==> config.mk <==
export PLATFORM = sky130hd
export DESIGN_NAME = uart_mmio
export DESIGN_NICKNAME = d
export VERILOG_FILES = /design/src/rtl/uart_mmio.sv
export SDC_FILE = /design/constraint.sdc
export NUM_CORES = 1
export LEC_CHECK = 0
export ABC_CLOCK_PERIOD_IN_PS = 3400
export CAP_MARGIN = 5
export CORE_MARGIN = 10
export CORE_UTILIZATION = 59
export CTS_CLUSTER_SIZE = 8
export DETAILED_ROUTE_END_ITERATION = 8
export PLACE_DENSITY = 0.79
export SKIP_CTS_REPAIR_TIMING = 1
export SLEW_MARGIN = 20
export SYNTH_ARGS = -nofsm -noshare
export SYNTH_HDL_FRONTEND = slang
export SYNTH_SLANG_ARGS = --single-unit
==> constraint.sdc <==
create_clock -name clk -period 3.4 [get_ports clk]
set_input_delay 0.51 -clock clk [delete_from_list [all_inputs] [get_ports clk]]
set_output_delay 0.51 -clock clk [all_outputs]
set_load 0.1 [all_outputs]
==> src/rtl/uart_mmio.sv <==
// uart_mmio: memory-mapped 8N1 UART with TX FIFO, decoded at word address 002h-003h.
module uart_mmio #(
    parameter int ADDR_WIDTH = 10,
    parameter int BAUD_DIV   = 234,
    parameter int FIFO_DEPTH = 16
) (
    input  logic                  clk,
    input  logic                  rst_n,
    input  logic [ADDR_WIDTH-1:0] mem_addr,
    input  logic                  mem_wr,
    input  logic [15:0]           wr_data,
    output logic [15:0]           rd_data,
    output logic                  rd_hit,
    output logic                  uart_tx,
    input  logic                  uart_rx,
    output logic                  tx_busy,
    output logic                  tx_overflow,
    output logic                  rx_valid
);
    localparam int BW = $clog2(BAUD_DIV);
    localparam int PW = $clog2(FIFO_DEPTH);
    localparam logic [BW-1:0] BAUD_LAST = BW'(BAUD_DIV - 1);
    localparam logic [BW-1:0] HALF_LAST = BW'(BAUD_DIV / 2 - 1);
    localparam logic [PW:0]   DEPTH     = (PW+1)'(FIFO_DEPTH);

    typedef enum logic [1:0] {TX_IDLE, TX_START, TX_DATA, TX_STOP} tx_state_t;
    typedef enum logic [2:0] {RX_IDLE, RX_START, RX_DATA, RX_STOP, RX_WAIT_HIGH} rx_state_t;

    logic            hit, push_req, push, pop;
    logic [7:0]      fifo [FIFO_DEPTH];
    logic [PW-1:0]   wr_ptr, rd_ptr;
    logic [PW:0]     count;
    tx_state_t       tx_state, tx_state_n;
    logic [BW-1:0]   tx_baud, tx_baud_n;
    logic [2:0]      tx_bit, tx_bit_n;
    logic [7:0]      tx_shift, tx_shift_n;
    logic            tx_out_n;
    logic            rx_s1, rx_s;
    rx_state_t       rx_state, rx_state_n;
    logic [BW-1:0]   rx_baud, rx_baud_n;
    logic [2:0]      rx_bit, rx_bit_n;
    logic [7:0]      rx_shift, rx_shift_n, rx_last, rx_last_n;
    logic            rx_valid_n;
    logic            unused;

    assign hit      = mem_addr[ADDR_WIDTH-1:1] == (ADDR_WIDTH-1)'(1);
    assign push_req = mem_wr && hit;
    assign push     = push_req && (count < DEPTH || pop);
    assign tx_busy  = count != '0 || tx_state != TX_IDLE;
    assign unused   = ^{mem_addr[0], wr_data[15:8]};

    always_ff @(posedge clk or negedge rst_n) begin
        if (!rst_n) begin
            rd_hit      <= 1'b0;
            rd_data     <= '0;
            wr_ptr      <= '0;
            rd_ptr      <= '0;
            count       <= '0;
            tx_overflow <= 1'b0;
        end else begin
            rd_hit  <= hit;
            rd_data <= hit ? {8'hfe, rx_last} : 16'h0000;
            wr_ptr  <= push ? wr_ptr + PW'(1) : wr_ptr;
            rd_ptr  <= pop ? rd_ptr + PW'(1) : rd_ptr;
            count   <= count + (PW+1)'(push) - (PW+1)'(pop);
            if (push_req && !push)
                tx_overflow <= 1'b1;
        end
    end

    always_ff @(posedge clk)
        if (push)
            fifo[wr_ptr] <= wr_data[7:0];

    always_comb begin
        tx_state_n = tx_state;
        tx_baud_n  = tx_baud + BW'(1);
        tx_bit_n   = tx_bit;
        tx_shift_n = tx_shift;
        tx_out_n   = uart_tx;
        pop        = 1'b0;
        case (tx_state)
            TX_IDLE: begin
                tx_baud_n = '0;
                if (count != '0) begin
                    pop        = 1'b1;
                    tx_shift_n = fifo[rd_ptr];
                    tx_out_n   = 1'b0;
                    tx_state_n = TX_START;
                end
            end
            TX_START: if (tx_baud == BAUD_LAST) begin
                tx_baud_n  = '0;
                tx_bit_n   = '0;
                tx_out_n   = tx_shift[0];
                tx_state_n = TX_DATA;
            end
            TX_DATA: if (tx_baud == BAUD_LAST) begin
                tx_baud_n  = '0;
                tx_bit_n   = tx_bit + 3'd1;
                tx_shift_n = tx_shift >> 1;
                tx_out_n   = tx_bit == 3'd7 ? 1'b1 : tx_shift[1];
                tx_state_n = tx_bit == 3'd7 ? TX_STOP : TX_DATA;
            end
            default: if (tx_baud == BAUD_LAST) begin
                // back-to-back frames: reload straight into START with no idle bit
                tx_baud_n  = '0;
                pop        = count != '0;
                tx_shift_n = count != '0 ? fifo[rd_ptr] : tx_shift;
                tx_out_n   = count == '0;
                tx_state_n = count != '0 ? TX_START : TX_IDLE;
            end
        endcase
    end

    always_ff @(posedge clk or negedge rst_n) begin
        if (!rst_n) begin
            tx_state <= TX_IDLE;
            tx_baud  <= '0;
            tx_bit   <= '0;
            tx_shift <= '0;
            uart_tx  <= 1'b1;
        end else begin
            tx_state <= tx_state_n;
            tx_baud  <= tx_baud_n;
            tx_bit   <= tx_bit_n;
            tx_shift <= tx_shift_n;
            uart_tx  <= tx_out_n;
        end
    end

    always_comb begin
        rx_state_n = rx_state;
        rx_baud_n  = rx_baud + BW'(1);
        rx_bit_n   = rx_bit;
        rx_shift_n = rx_shift;
        rx_last_n  = rx_last;
        rx_valid_n = 1'b0;
        case (rx_state)
            RX_IDLE: begin
                rx_baud_n  = '0;
                rx_state_n = rx_s ? RX_IDLE : RX_START;
            end
            RX_START: if (rx_baud == HALF_LAST) begin
                rx_baud_n  = '0;
                rx_bit_n   = '0;
                rx_state_n = rx_s ? RX_IDLE : RX_DATA;
            end
            RX_DATA: if (rx_baud == BAUD_LAST) begin
                rx_baud_n  = '0;
                rx_bit_n   = rx_bit + 3'd1;
                rx_shift_n = {rx_s, rx_shift[7:1]};
                rx_state_n = rx_bit == 3'd7 ? RX_STOP : RX_DATA;
            end
            RX_STOP: if (rx_baud == BAUD_LAST) begin
                rx_baud_n  = '0;
                rx_valid_n = rx_s;
                rx_last_n  = rx_s ? rx_shift : rx_last;
                rx_state_n = rx_s ? RX_IDLE : RX_WAIT_HIGH;
            end
            RX_WAIT_HIGH: begin
                rx_baud_n  = '0;
                rx_state_n = rx_s ? RX_IDLE : RX_WAIT_HIGH;
            end
            default: rx_state_n = RX_IDLE;
        endcase
    end

    always_ff @(posedge clk or negedge rst_n) begin
        if (!rst_n) begin
            rx_s1    <= 1'b1;
            rx_s     <= 1'b1;
            rx_state <= RX_IDLE;
            rx_baud  <= '0;
            rx_bit   <= '0;
            rx_shift <= '0;
            rx_last  <= '0;
            rx_valid <= 1'b0;
        end else begin
            rx_s1    <= uart_rx;
            rx_s     <= rx_s1;
            rx_state <= rx_state_n;
            rx_baud  <= rx_baud_n;
            rx_bit   <= rx_bit_n;
            rx_shift <= rx_shift_n;
            rx_last  <= rx_last_n;
            rx_valid <= rx_valid_n;
        end
    end
endmodule

### Yosys cells after proc, flatten, opt, wreduce, memory -nomap -nowiden

Memory sizes are Yosys's and may differ from the RTL's.
Cells that the tools add are included.

| storage, ports and cells | value |
|---|---|
| output and inout bits | 21 |
| register bits after elaboration | 86 |
| bits of input ports | 30 |
| logic and storage cells | 116 |
| RAM bits | 128 |
| memories kept | 1 |

Memories:

| memory | words | bits a word | rd ports | clocked after memory_dff | wr ports | line | RTL |
|---|---|---|---|---|---|---|---|
| fifo | 16 | 8 | 1 | 0 | 1 | 30 | `logic [7:0] fifo [FIFO_DEPTH];` |

| cells by class | value |
|---|---|
| bitwise operators | 1 |
| eq/ne operators | 18 |
| add/sub/neg operators | 8 |
| reductions and logical operators | 24 |
| order comparisons | 1 |
| multiplexer cells | 44 |

Operators with widths:

| cell | count |
|---|---|
| $mux W8 | 7 |
| $pmux W8 S3 | 2 |
| $mux W3 | 8 |
| $add A8 B1 Y8 const B | 2 |
| $eq A8 B8 Y1 const B | 2 |
| $mux W16 | 1 |
| $mux W1 | 15 |
| $pmux W3 S5 | 1 |
| $reduce_and A3 Y1 | 5 |
| $ne A2 B2 Y1 const B | 6 |
| $pmux W3 S2 | 2 |
| $mux W2 | 5 |
| $eq A3 B3 Y1 const B | 3 |
| $eq A9 B1 Y1 const B | 1 |
| $add A4 B1 Y4 const B | 2 |
| $eq A8 B7 Y1 const B | 1 |
| $reduce_bool A2 Y1 | 4 |
| $add A3 B1 Y3 const B | 2 |
| $eq A3 B2 Y1 const B | 2 |
| $pmux W2 S3 | 1 |
| $reduce_or A2 Y1 | 3 |
| $add A5 B1 Y5 | 1 |
| $logic_not A5 Y1 | 1 |
| $lt A5 B5 Y1 const B | 1 |
| other kinds (15) | 18 |

### Longest topological paths before layout

| depth | value |
|---|---|
| depth in word-level cells | 7 |
| gate-level depth with buffers | 16 |
| gate-level depth less buffers | 15 |

### Worst setup path after synthesis

Ideal clock, no wire load.

| timing | value |
|---|---|
| path type | input port to flip-flop |
| start point | in mem_addr[5] |
| end point | mem fifo[2][0] (enable) |
| arrival time | 2,326 ps |
| library setup time | 395 ps |
| path buffers | 1 |
| data required time | 3,005 ps |
| setup slack | 680 ps |
| stages | 6 |
| cells stage by stage | nor4_1 -> nand2_1 -> nor4b_4 -> and3_1 -> buf_2 -> nor4bb_1 |

| between the ends | value |
|---|---|
| longest elaborated chain between the ends | 5 |

RTL lines:

| element | line | RTL |
|---|---|---|
| start: declaration | 9 | `input logic [ADDR_WIDTH-1:0] mem_addr,` |
| $eq A9 B1 Y1 | 46 | `assign hit = mem_addr[ADDR_WIDTH-1:1] == (ADDR_WIDTH-1)'(1);` |
| $logic_and A1 B1 Y1 | 47 | `assign push_req = mem_wr && hit;` |
| $logic_and A1 B1 Y1 | 48 | `assign push = push_req && (count < DEPTH \|\| pop);` |
| $mux W1 | 72 | `if (push)` |
| $mux W1 (not written as such) | 73 | `fifo[wr_ptr] <= wr_data[7:0];` |
| end: declaration | 30 |  |

No other way between the ends.

### Worst setup path after layout

| timing | value |
|---|---|
| start point | reg tx_state[1] |
| end point | reg count[4] |

| between the ends | value |
|---|---|
| longest elaborated chain between the ends | 7 |
| elaborated cells between the ends (all ways) | 9 |
| classes of those cells | add/sub: 2; eq/ne: 2; mux: 1; reduce/logical: 4 |

RTL lines:

| element | line | RTL |
|---|---|---|
| start: declaration | 33 | `tx_state_t tx_state, tx_state_n;` |
| start signal: assignment | 124 | `tx_state <= tx_state_n;` |
| $eq A2 B2 Y1 / $eq A2 B1 Y1 (equally long branches) | 82 | `case (tx_state)` |
| $reduce_or A2 Y1 (no line) | - |  |
| $pmux W1 S2 (*) | 82 |  |
| named net pop | 29 | `logic hit, push_req, push, pop;` |
| $logic_or A1 B1 Y1 | 48 |  |
| $logic_and A1 B1 Y1 | 48 |  |
| $add A5 B1 Y5 | 65 | `count <= count + (PW+1)'(push) - (PW+1)'(pop);` |
| $sub A5 B1 Y5 (*) | 65 |  |
| end signal: assignment | 65 |  |
| end: declaration | 32 | `logic [PW:0] count;` |

Mark *: on every way through the listed nets, which the timed path passes. The rest lies on a longest branch.
A chain may end at the register's enable or synchronous reset.

==> summary.md <==
| Metric | Value |
|---|---|
| Synth-to-Final Area Change | 15.6% |
| Hold Vio Cnt, Final | 0 |
| Reg clk slew, reported paths | 0.05 ns |
| WL final | between 15 and 20 mm |
| Mapped cell area | around 0.0087 mm^2 |
| R2r setup slk | 0.46 ns |
| GP Congestion | between 0.8 and 0.9 |
| Total GRT Usage | between 10% and 20% |
| First-pass GRT wire length | 27.7 mm |
| Post-Synthesis Cells | 561 |
| Non-Filler Instances | about 820 |
| Die area | about 0.02 mm^2 |
| Worst Setup EP | count[4] |
| Worst path required time | 3.79 ns |
| Worst r2r src | tx_state[1] |
| Core region area | roughly 0.015 mm^2 |
| GRT overflow | 0 |
| Slew headroom | 33.4% |
| Slew Viols, Final | 0 |
| Worst hold-check path type | in2async |
| Max VDD drop | around 420 uV |
| Fmax | between 300 and 400 MHz |
| Placed Area | 0.00927 mm^2 |
| Die height | ~140 um |
| Setup crit start | tx_state[1] |
| Detailed-route via count | 4,928 |
| Fraction of layout cells with a size suffix above 1 | between 10% and 20% |
| DRT Pass-1 Iters | 4 |
| Clk root buf | clkbuf_16 |
| Post-Synth Simple-Gate Area | 8.35% |
| Final Skew | approximately 0.0084 ns |
| Pwr Density | 546 mW/mm^2 |
| Routed WL per cell | 21.1 um |
| Crit path max fanout | 6 |
| Largest net degree at the start of global routing | 79 |
| CTS Sinks | just over 200 |
| Num CTS Buffers | 29 |
| Max clock buf depth | 3 |
| Post-layout util | a little over two thirds |
| Syn Nets | 616 |
| Startpoint Class | register |
| Post-detail-place hpwl | 11.1 mm |
| Avg Synthesized Cell Area | 15.6 um^2 |
| EDFF count, synth | between 100 and 150 |
| Count of input and output buffers | 40 |
| Flop and latch count out of synthesis | between 200 and 250 |
| Vias in the first global route | ~5,300 |
| # IOs | between 50 and 60 |
| Clk Latency, worst-skew pair | about 0.52 ns |
| CTS tree | done |
| Drt via density | 6.04 |
| Critical Path End Type | register |
| Max-cap violations | 0 |
| Placed Cells | around 760 |
| Post-synthesis adder-cell area fraction | around 3.7% |
| Initial DRC count | just under 300 |
| Initial antenna violation count | 0 |
| XOR/XNOR share of the synthesized area | roughly 2.2% |
| Yosys cell types | 57 |
| Status | finished clean |
| DRC viols | 0 |
| # rows | 44 |
| Final ANT Viol Nets | 0 |
| H-tree depth | 1 |
| Post-route cell area | 0.0101 mm^2 |
| Initial Util | between 60% and 70% |
| Chip Width | roughly 140 um |
| Fillers | 926 |
| Nets@finish | between 600 and 700 |
| Min Tclk post-route | around 2.9 ns |
| Reg2reg end | count[4] |
| Setup TNS | 0 ns |
| Worst EP arrival | roughly 3.3 ns |
| Post-synthesis sequential area ratio | 66.4% |
| Largest family of logic cells by synthesized area | multiplexers |
| Antenna Cells | 0 |
| Cells on worst reg2reg path | 15 |
| Worst-Margin Slew | between 0.9 and 1 ns |
| Final setup fails | 0 |
| WHS | 0.146 ns |
| Critical path type | reg2reg |
| Yosys warning count | 0 |
| Multiplexer share of the synthesized area | between 10% and 20% |
| RSZ-0062 raised after global routing | false |
| Synth Area in Compound Gates | between 4 and 5% |
| Post-synth ARST share | 37.9% |
| Final worst-path cycle share | 86.4% |
| Leak Pwr | 0.00385 uW |
| Top FF cell, synth | edfxtp_1 |
## cells by family after synthesis
group / Yosys count
DFF: 206
buffers and inverters: 54
AOI/OAI and AO/OA: 61
xor gates and xnor gates: 22
muxes: 68
other: 1
and+or+nand+nor: 124
adders and majority gates: 25
## routing by layer
metal  track usage [%]  vias to the layer above  part of all wire (%)  wire length [um]
li1                  -                     2206                     -                 -
met1              20.8                     2541                    40              6870
met2              30.4                      153                    53              9200
met3              3.07                       28                   4.8               826
met4              5.86                        0                   2.1               357
met5                 0                        -                     0                 0
## cell type report
class                   instances  area (um^2)  area share, %
repair buffers                 48          478           4.73
flip-flops and latches        206         5800           57.4
multi-input cells             301         2680           26.5
clock inverters                 1         8.76         0.0867
clock buffers                  52          822           8.14
well taps                     184          230           2.28
inverters                      24         90.1          0.892
## synthesized netlist by cell type, drive strengths merged (2+ instances only)
cell type  instances  area [um^2]
mux2              21          236
o22ai              7         43.8
and3               7         43.8
a22o               2         17.5
a22oi             13         97.6
inv               24         90.1
mux2i             25          250
a21oi             13         65.1
mux4              22          503
xor2               8         70.1
and4b              8         80.1
xnor2             14          123
nor4b              2         38.8
buf               20          143
clkbuf            10         37.5
nand2b             5         31.3
ha                24          300
o21a               6         45.0
nor2b              6         37.5
a21o               2         15.0
nor4               3         18.8
nor4bb             2         20.0
nor2              30          113
nand2             28          105
nand4              3         18.8
nand3              6         30.0
and4               4         35.0
dfstp              3         78.8
o21ai              5         25.0
edfxtp           128         3840
o311ai             6         52.6
and2              10         62.6
dfrtp             75         1880
and4bb             3         37.5
or2                2         12.5
## registers in the layout (all words and copies together), names as in the netlist
register / flops
rd_ptr: 4
tx_state: 2
rx_baud: 8
fifo: 128
wr_ptr: 4
rx_bit: 3
tx_overflow: 1
rd_data: 9
tx_baud: 8
rx_valid: 1
rx_state: 3
tx_bit: 3
rx_shift: 8
rx_last: 8
rx_s1: 1
tx_shift: 8
count: 5
rx_s: 1
uart_tx: 1
## where the power goes
group          internal [uW]  total (uW)  switching (uW)
combinational           91.4         225             133
clock                   1610        2570             968
sequential              2700        2720            22.3
total                   4390        5520            1120
## worst max-delay path: stages (launching register included)
cell and delay [ns]:
dfrtp_1 0.41, inv_1 0.09, ha_1 0.23, nor2b_1 0.19
a31oi_2 0.08, nor2_1 0.37, ha_1 0.31, inv_1 0.07
ha_1 0.16, inv_1 0.06, fa_1 0.42, inv_1 0.07
a21oi_1 0.05, nor2_1 0.13, nor2_1 0.07, xnor2_1 0.12
## through the flow
step	setup WS [ns]	total power, uW
5_1_grt	0.212	5690
3_5_place_dp	0.351	2980
4_1_cts	0.488	5560
6_report	0.462	5520
3_3_place_gp	0.530	2960
2_1_floorplan	0.680	2880
## worst min-delay path by stage
stage / startpoint / to / slack (ns)
floorplan: rst_n / count[0] / 0.21
global placement: rx_s1 / rx_s / 0.35
detailed placement: rx_s1 / rx_s / 0.35
CTS: rst_n / rx_valid / 0.17
global route: rst_n / rx_baud[7] / 0.20
finish: rst_n / rx_valid / 0.15
## layout by cell type, fill, tap and decap left out, types with 4 or more instances in the layout
cell type,count
and4_1,4
o311ai_1,6
xnor2_1,14
and3_1,7
clkbuf_16,29
mux2_2,13
nor2_1,30
mux4_2,20
ha_1,24
edfxtp_1,128
a21oi_1,13
clkbuf_1,22
and2_1,9
o21a_1,6
dfrtp_1,75
o22ai_1,7
nand2b_1,5
nand3_1,6
o21ai_0,5
buf_4,9
clkdlybuf4s50_1,37
nor2b_1,6
inv_1,24
a22oi_1,13
mux2i_1,25
and4b_1,8
nand2_1,28
xor2_1,8
mux2_1,8
Power figures use the tool's default switching activity.
==> RTL change 1 (config.mk and constraints unchanged) <==
Encoding of `rx_state_t`: now one-hot (5 bits for 5 states).
--- a/src/rtl/uart_mmio.sv
+++ b/src/rtl/uart_mmio.sv
@@ -24,7 +24,7 @@
     localparam logic [PW:0]   DEPTH     = (PW+1)'(FIFO_DEPTH);
 
     typedef enum logic [1:0] {TX_IDLE, TX_START, TX_DATA, TX_STOP} tx_state_t;
-    typedef enum logic [2:0] {RX_IDLE, RX_START, RX_DATA, RX_STOP, RX_WAIT_HIGH} rx_state_t;
+    typedef enum logic [4:0] {RX_IDLE = 5'b00001, RX_START = 5'b00010, RX_DATA = 5'b00100, RX_STOP = 5'b01000, RX_WAIT_HIGH = 5'b10000} rx_state_t;
 
     logic            hit, push_req, push, pop;
     logic [7:0]      fifo [FIFO_DEPTH];
Behaviour: same outputs for any inputs over 10 cycles, from zero or initial values and one cycle with rst_n low; not proved beyond that.
==> RTL change 1 against the original RTL <==
- worst hold slack better by 0.21 ns
- area after synthesis up 1.4%
- power up 5.9%
- clock skew up 0.0024 ns
- cell count up 1.2%
- first-iteration DRC count up 11%
- global-route usage up 0.33 points
- sequential cell count up 2
- design area up 1.1%
- worst setup slack worse by 0.046 ns
- routed wire length down 0.21%
- critical path type unchanged
==> RTL change 1: results (changes against the original RTL) <==
Global route
  • Vias in the first global route: 5,157 (-2.4%)
  • Largest net degree at the start of global routing: 81 (+2.5%)
  • GRT Resource Usage Total: 0.176 (+0.00330)
  • Initial antenna violation count: 0 (unchanged)
  • First-pass GRT wire length: 28,000 um (+1.2%)

Cells and area
  • Diode count: 0 (unchanged)
  • Largest registers: fifo (128), rd_data (9)
  • Share of layout cells above drive strength 1: 0.145 (+0.00720)
  • Nets: 675 (+1.5%)
  • Fillcell total: 949 (+2.5%)

STA
  • Skew final: 0.0108 ns (+0.00240 ns)
  • Max-Slew Margin vs Limit: 0.323 (-0.0111)
  • Slew Limit Fails: 0 (unchanged)
  • Sum of negative setup slack: 0 ns (unchanged)

Critical path
  • Slowest cell on crit path: a311oi_1
  • CP Launch Type: flop
  • Crit path DAT: 3.42 ns (+0.09 ns)
  • Critical Path Max Stage Delay: 0.42 ns (about the same)
  • Critical path's top delay family: adder cells
  • Critical Path Fanout Max: 10 (+4)
  • RR Startpoint: tx_state[0]

Placement
  • Routability cong.: 0.805 (-4.9%)
  • PortBufs: 40 (unchanged)
  • Post-placement cell count: 771 (+1.0%)
  • HPWL after DPL: 11,100 um (-0.12%)

Clocking
  • Root buffer cell: clkbuf_16
  • Clk pin slew, worst setup/hold paths: 0.05 ns (about the same)
  • Clk buf depth: 3 (unchanged)
  • Worst skew pair latency: 0.52 ns (about the same)
  • H-tree levels: 1 (unchanged)
  • CTS buffer count: 29 (unchanged)

Yosys
  • Synth unique cells: 62 (+8.8%)
  • Top post-synthesis cells by area: edfxtp_1 (43%), dfrtp_1 (21%), mux4_2 (4.6%)
  • Mapped Nets: 630 (+2.3%)
  • Number of synthesized flops with an enable pin: 128 (unchanged)
  • Ys async rst share: 0.385 (+0.00597)
  • Top_reg_cell synth: edfxtp_1
  • Cell count after synthesis: 575 (+2.5%)
  • Seq/Total Area, Yosys: 0.660 (-0.00349)
  • Synth cell count leaders: edfxtp_1 (128), dfrtp_1 (76), mux2i_1 (26)
  • Ys Warns: 0 (unchanged)

Power and ir drop
  • Leak pwr: 0.00384 uW (-0.40%)
  • Worst VDD drop: 359 uV (-14%)

Drt
  • DR vias: 4,874 (-1.1%)
  • Routed vias/inst: 5.90 (-2.3%)
  • WL final: 17,200 um (-0.21%)
  • Iter 0 DRT Violations: 324 (+11%)
  • Detailed Routing Iterations Pass 1: 4 (unchanged)

Hold path
  • Hold Crit Class: reg -> reg
  • Hold Crit Start: rx_s1

Status
  • Status: completed
==> RTL change 1: cell count changes in the layout (fill, tap and decap cells not counted), sizes merged, moves of 4 or more <==
cell,before,now
nand2,28,21
and2,10,24
nor2,30,22
and4b,8,0
nor3,1,6
inv,25,21
==> RTL change 1: cell families (layout without fill, tap and decap cells) <==
family	count (synthesis)	count (layout)	synth area share
fa+ha+maj	25	25	0.0361
compound gates	73	73	0.0573
flops	208	208	0.660
xor+xnor	23	23	0.0227
mux	67	67	0.111
buf+inv	53	120	0.0292
simple gates	125	125	0.0829
other cells	1	1	0.000423
==> RTL change 1: power by group <==
group	total, uW	switching (uW)	internal (uW)
sequential	2840	82.0	2760
combinational	439	256	183
clock	2560	974	1590
==> RTL change 1: path summary, 6_finish.rpt <==
check	to	slack, ns	cells past startpoint
max	count[4]	0.42	12
min	rx_s	0.35	0
max reg2reg	count[4]	0.42	12
min reg2reg	rx_s	0.35	0
max in group asynchronous	uart_tx	2.27	3
min in group asynchronous	rx_shift[4]	0.49	2
==> RTL change 1: through the flow <==
| step | worst slack, ns | area, um2 | total power (uW) |
|---|---|---|---|
| CTS | 0.435 | 10200 | 5880 |
| floorplan | 0.696 | 8860 | 3180 |
| global route | 0.318 | 10200 | 6080 |
| global placement | 0.397 | 9350 | 3290 |
| finish | 0.416 | 10200 | 5840 |
| detailed placement | 0.325 | 9350 | 3320 |
==> RTL change 1: final cells by class <==
class                      instances  share of cell area
sequential                       208               0.573
multi-input combinational        314               0.270
clock buffer                      52              0.0795
timing repair buffer              47              0.0471
tap                              184              0.0225
inverter                          20             0.00735
clock inverter                     1            0.000858
==> RTL change 1: layer usage <==
layer / GRT usage / wire (um)
met5: 0 / 0
met4: 0.0651 / 483
met3: 0.0370 / 930
met2: 0.292 / 8710
met1: 0.223 / 7090
==> RTL change 2 (same settings) <==
Without the edit above. Set the parameter `ADDR_WIDTH` to 9 (it was 10).
--- a/src/rtl/uart_mmio.sv
+++ b/src/rtl/uart_mmio.sv
@@ -1,6 +1,6 @@
 // uart_mmio: memory-mapped 8N1 UART with TX FIFO, decoded at word address 002h-003h.
 module uart_mmio #(
-    parameter int ADDR_WIDTH = 10,
+    parameter int ADDR_WIDTH = 9,
     parameter int BAUD_DIV   = 234,
     parameter int FIFO_DEPTH = 16
 ) (
Interface: changed (resized mem_addr); port bits go from 51 to 50. No check against the original RTL was run, so the function may have changed too.
==> RTL change 2 against the original RTL <==
- clock skew increased by 0.0026 ns
- worst hold slack lost 0.012 ns
- design area shrank 0.87%
- synthesized cell count shrank 1.4%
- power rose by 0.30%
- routed wire length down 2.5%
- via count down 1.8%
- worst setup slack worse by 0.059 ns
- count of clock-buffer cells in the layout fell by 1
- cell count decreased by 0.37%
- sequential cell count stayed put
- area after synthesis decreased by 1.3%
- critical path type unchanged
- critical endpoint unchanged
==> RTL change 2: results (changes against the original RTL) <==
Status
  • Status: completed

Clocking
  • Clk buf depth: 3 (unchanged)
  • CTS buffer count: 29 (unchanged)
  • Root buffer cell: clkbuf_16
  • Clk pin slew, worst setup/hold paths: 0.05 ns (about the same)
  • Worst skew pair latency: 0.53 ns
  • H-tree levels: 1 (unchanged)

Critical path
  • R2R Setup Slk: 0.40 ns (-0.06 ns)
  • Worst Setup SP: tx_state[0]
  • Critical Path Fanout Max: 15 (+9)
  • Crit path DAT: 3.44 ns (+0.11 ns)
  • Reg2Reg Depth: 12 (-3)
  • CP endpoint: count[4]

Yosys
  • Number of synthesized flops with an enable pin: 128 (unchanged)
  • Syn_area_per_cell: 15.6 um2 (+0.15%)
  • Top post-synthesis cells by area: edfxtp_1 (45%), dfrtp_1 (22%), mux4_2 (5.7%)
  • Top_reg_cell synth: edfxtp_1
  • Mapped Nets: 607 (-1.5%)
  • Ys Warns: 0 (unchanged)
  • Synth cell count leaders: edfxtp_1 (128), dfrtp_1 (75), nor2_1 (31)
  • Seq/Total Area, Yosys: 0.672 (+0.00857)
  • Ys async rst share: 0.379 (unchanged)
  • Synth unique cells: 56 (-1.8%)

Placement
  • Post-placement cell count: 761 (-0.26%)
  • HPWL after DPL: 10,800 um (-2.5%)
  • Routability cong.: 0.817 (-3.6%)
  • DP Area: 9190 um2 (-0.90%)
  • PortBufs: 39 (-2.5%)

Power and ir drop
  • Leak pwr: 0.00381 uW (-1.2%)
  • Worst VDD drop: 536 uV (+28%)

STA
  • Max-Slew Margin vs Limit: 0.332 (-0.00195)
  • Skew final: 0.0110 ns (+0.00258 ns)

Cells and area
  • Area occupied by multi-input gates: 2600 um2 (-2.9%)
  • Fillcell total: 933 (+0.76%)
  • Share of layout cells above drive strength 1: 0.138 (+0.000657)
  • Diode count: 0 (unchanged)
  • Largest registers: fifo (128), rd_data (9)
  • Nets: 662 (-0.45%)

Hold path
  • Hold Crit Class: in -> async

Drt
  • DRC violation count after routing: 0 (unchanged)
  • WL final: 16,800 um (-2.5%)
  • Detailed Routing Iterations Pass 1: 5 (+1)
  • Drt wl/cell: 20.7 um (-2.2%)
  • Routed vias/inst: 5.95 (-1.5%)
  • Iter 0 DRT Violations: 335 (+15%)

Global route
  • GRT Resource Usage Total: 0.170 (-0.00214)
  • Initial antenna violation count: 0 (unchanged)
  • Largest net degree at the start of global routing: 79 (unchanged)
  • Vias in the first global route: 5,089 (-3.7%)
  • First-pass GRT wire length: 27,000 um (-2.3%)
RTL change 2: cell count changes after synthesis, sizes merged, moves of 3 or more:
cell / before / now
nand2: 28 / 23
o21ai: 5 / 9
nor4b: 2 / 5
and3: 7 / 3
inv: 24 / 18
RTL change 2: cells by family (layout without fill, tap and decap cells):
family          count (synthesis)  after routing  share of synthesized area
mux                            65             65                      0.110
buf+inv                        48            124                     0.0276
fa+ha+maj                      25             25                     0.0371
simple gates                  116            116                     0.0737
xor+xnor                       21             21                     0.0213
compound gates                 71             71                     0.0576
flops                         206            206                      0.672
other cells                     1              1                   0.000435
RTL change 2: where the power goes:
group	internal, uW	switching (uW)
clock network	1600	989
registers	2700	26.4
logic	90.3	127
total	4390	1140
RTL change 2: critical path, cell delays in order (launching register included):
cell,delay [ns]
dfrtp_1,0.39
inv_1,0.09
ha_1,0.26
nor2b_1,0.16
a31o_2,0.23
o211ai_2,0.41
inv_2,0.24
ha_1,0.27
fa_1,0.41
a21oi_1,0.15
nor2_1,0.06
nor2_1,0.11
xnor2_1,0.12
RTL change 2: final cells by class:
cell class              count  share of cell area
flip-flops and latches    206               0.579
multi-input cells         299               0.259
clock buffers              51              0.0817
repair buffers             54              0.0495
well taps                 184              0.0230
inverters                  18             0.00675
clock inverters             1            0.000874
RTL change 2: per-layer routing:
metal | GRT usage | up-vias | wire, um
met4 | 0.0663 | 0 | 425
met3 | 0.0369 | 29 | 1110
met1 | 0.219 | 2445 | 7000
li1 | - | 2206 | -
met5 | 0 | - | 0
met2 | 0.276 | 158 | 8280
RTL change 2: metrics by stage:
step	hold slack (ns)	worst slack, ns
2_1_floorplan	0.214	0.711
3_3_place_gp	0.346	0.564
3_5_place_dp	0.348	0.440
4_1_cts	0.167	0.439
5_1_grt	0.207	0.127
6_report	0.134	0.403
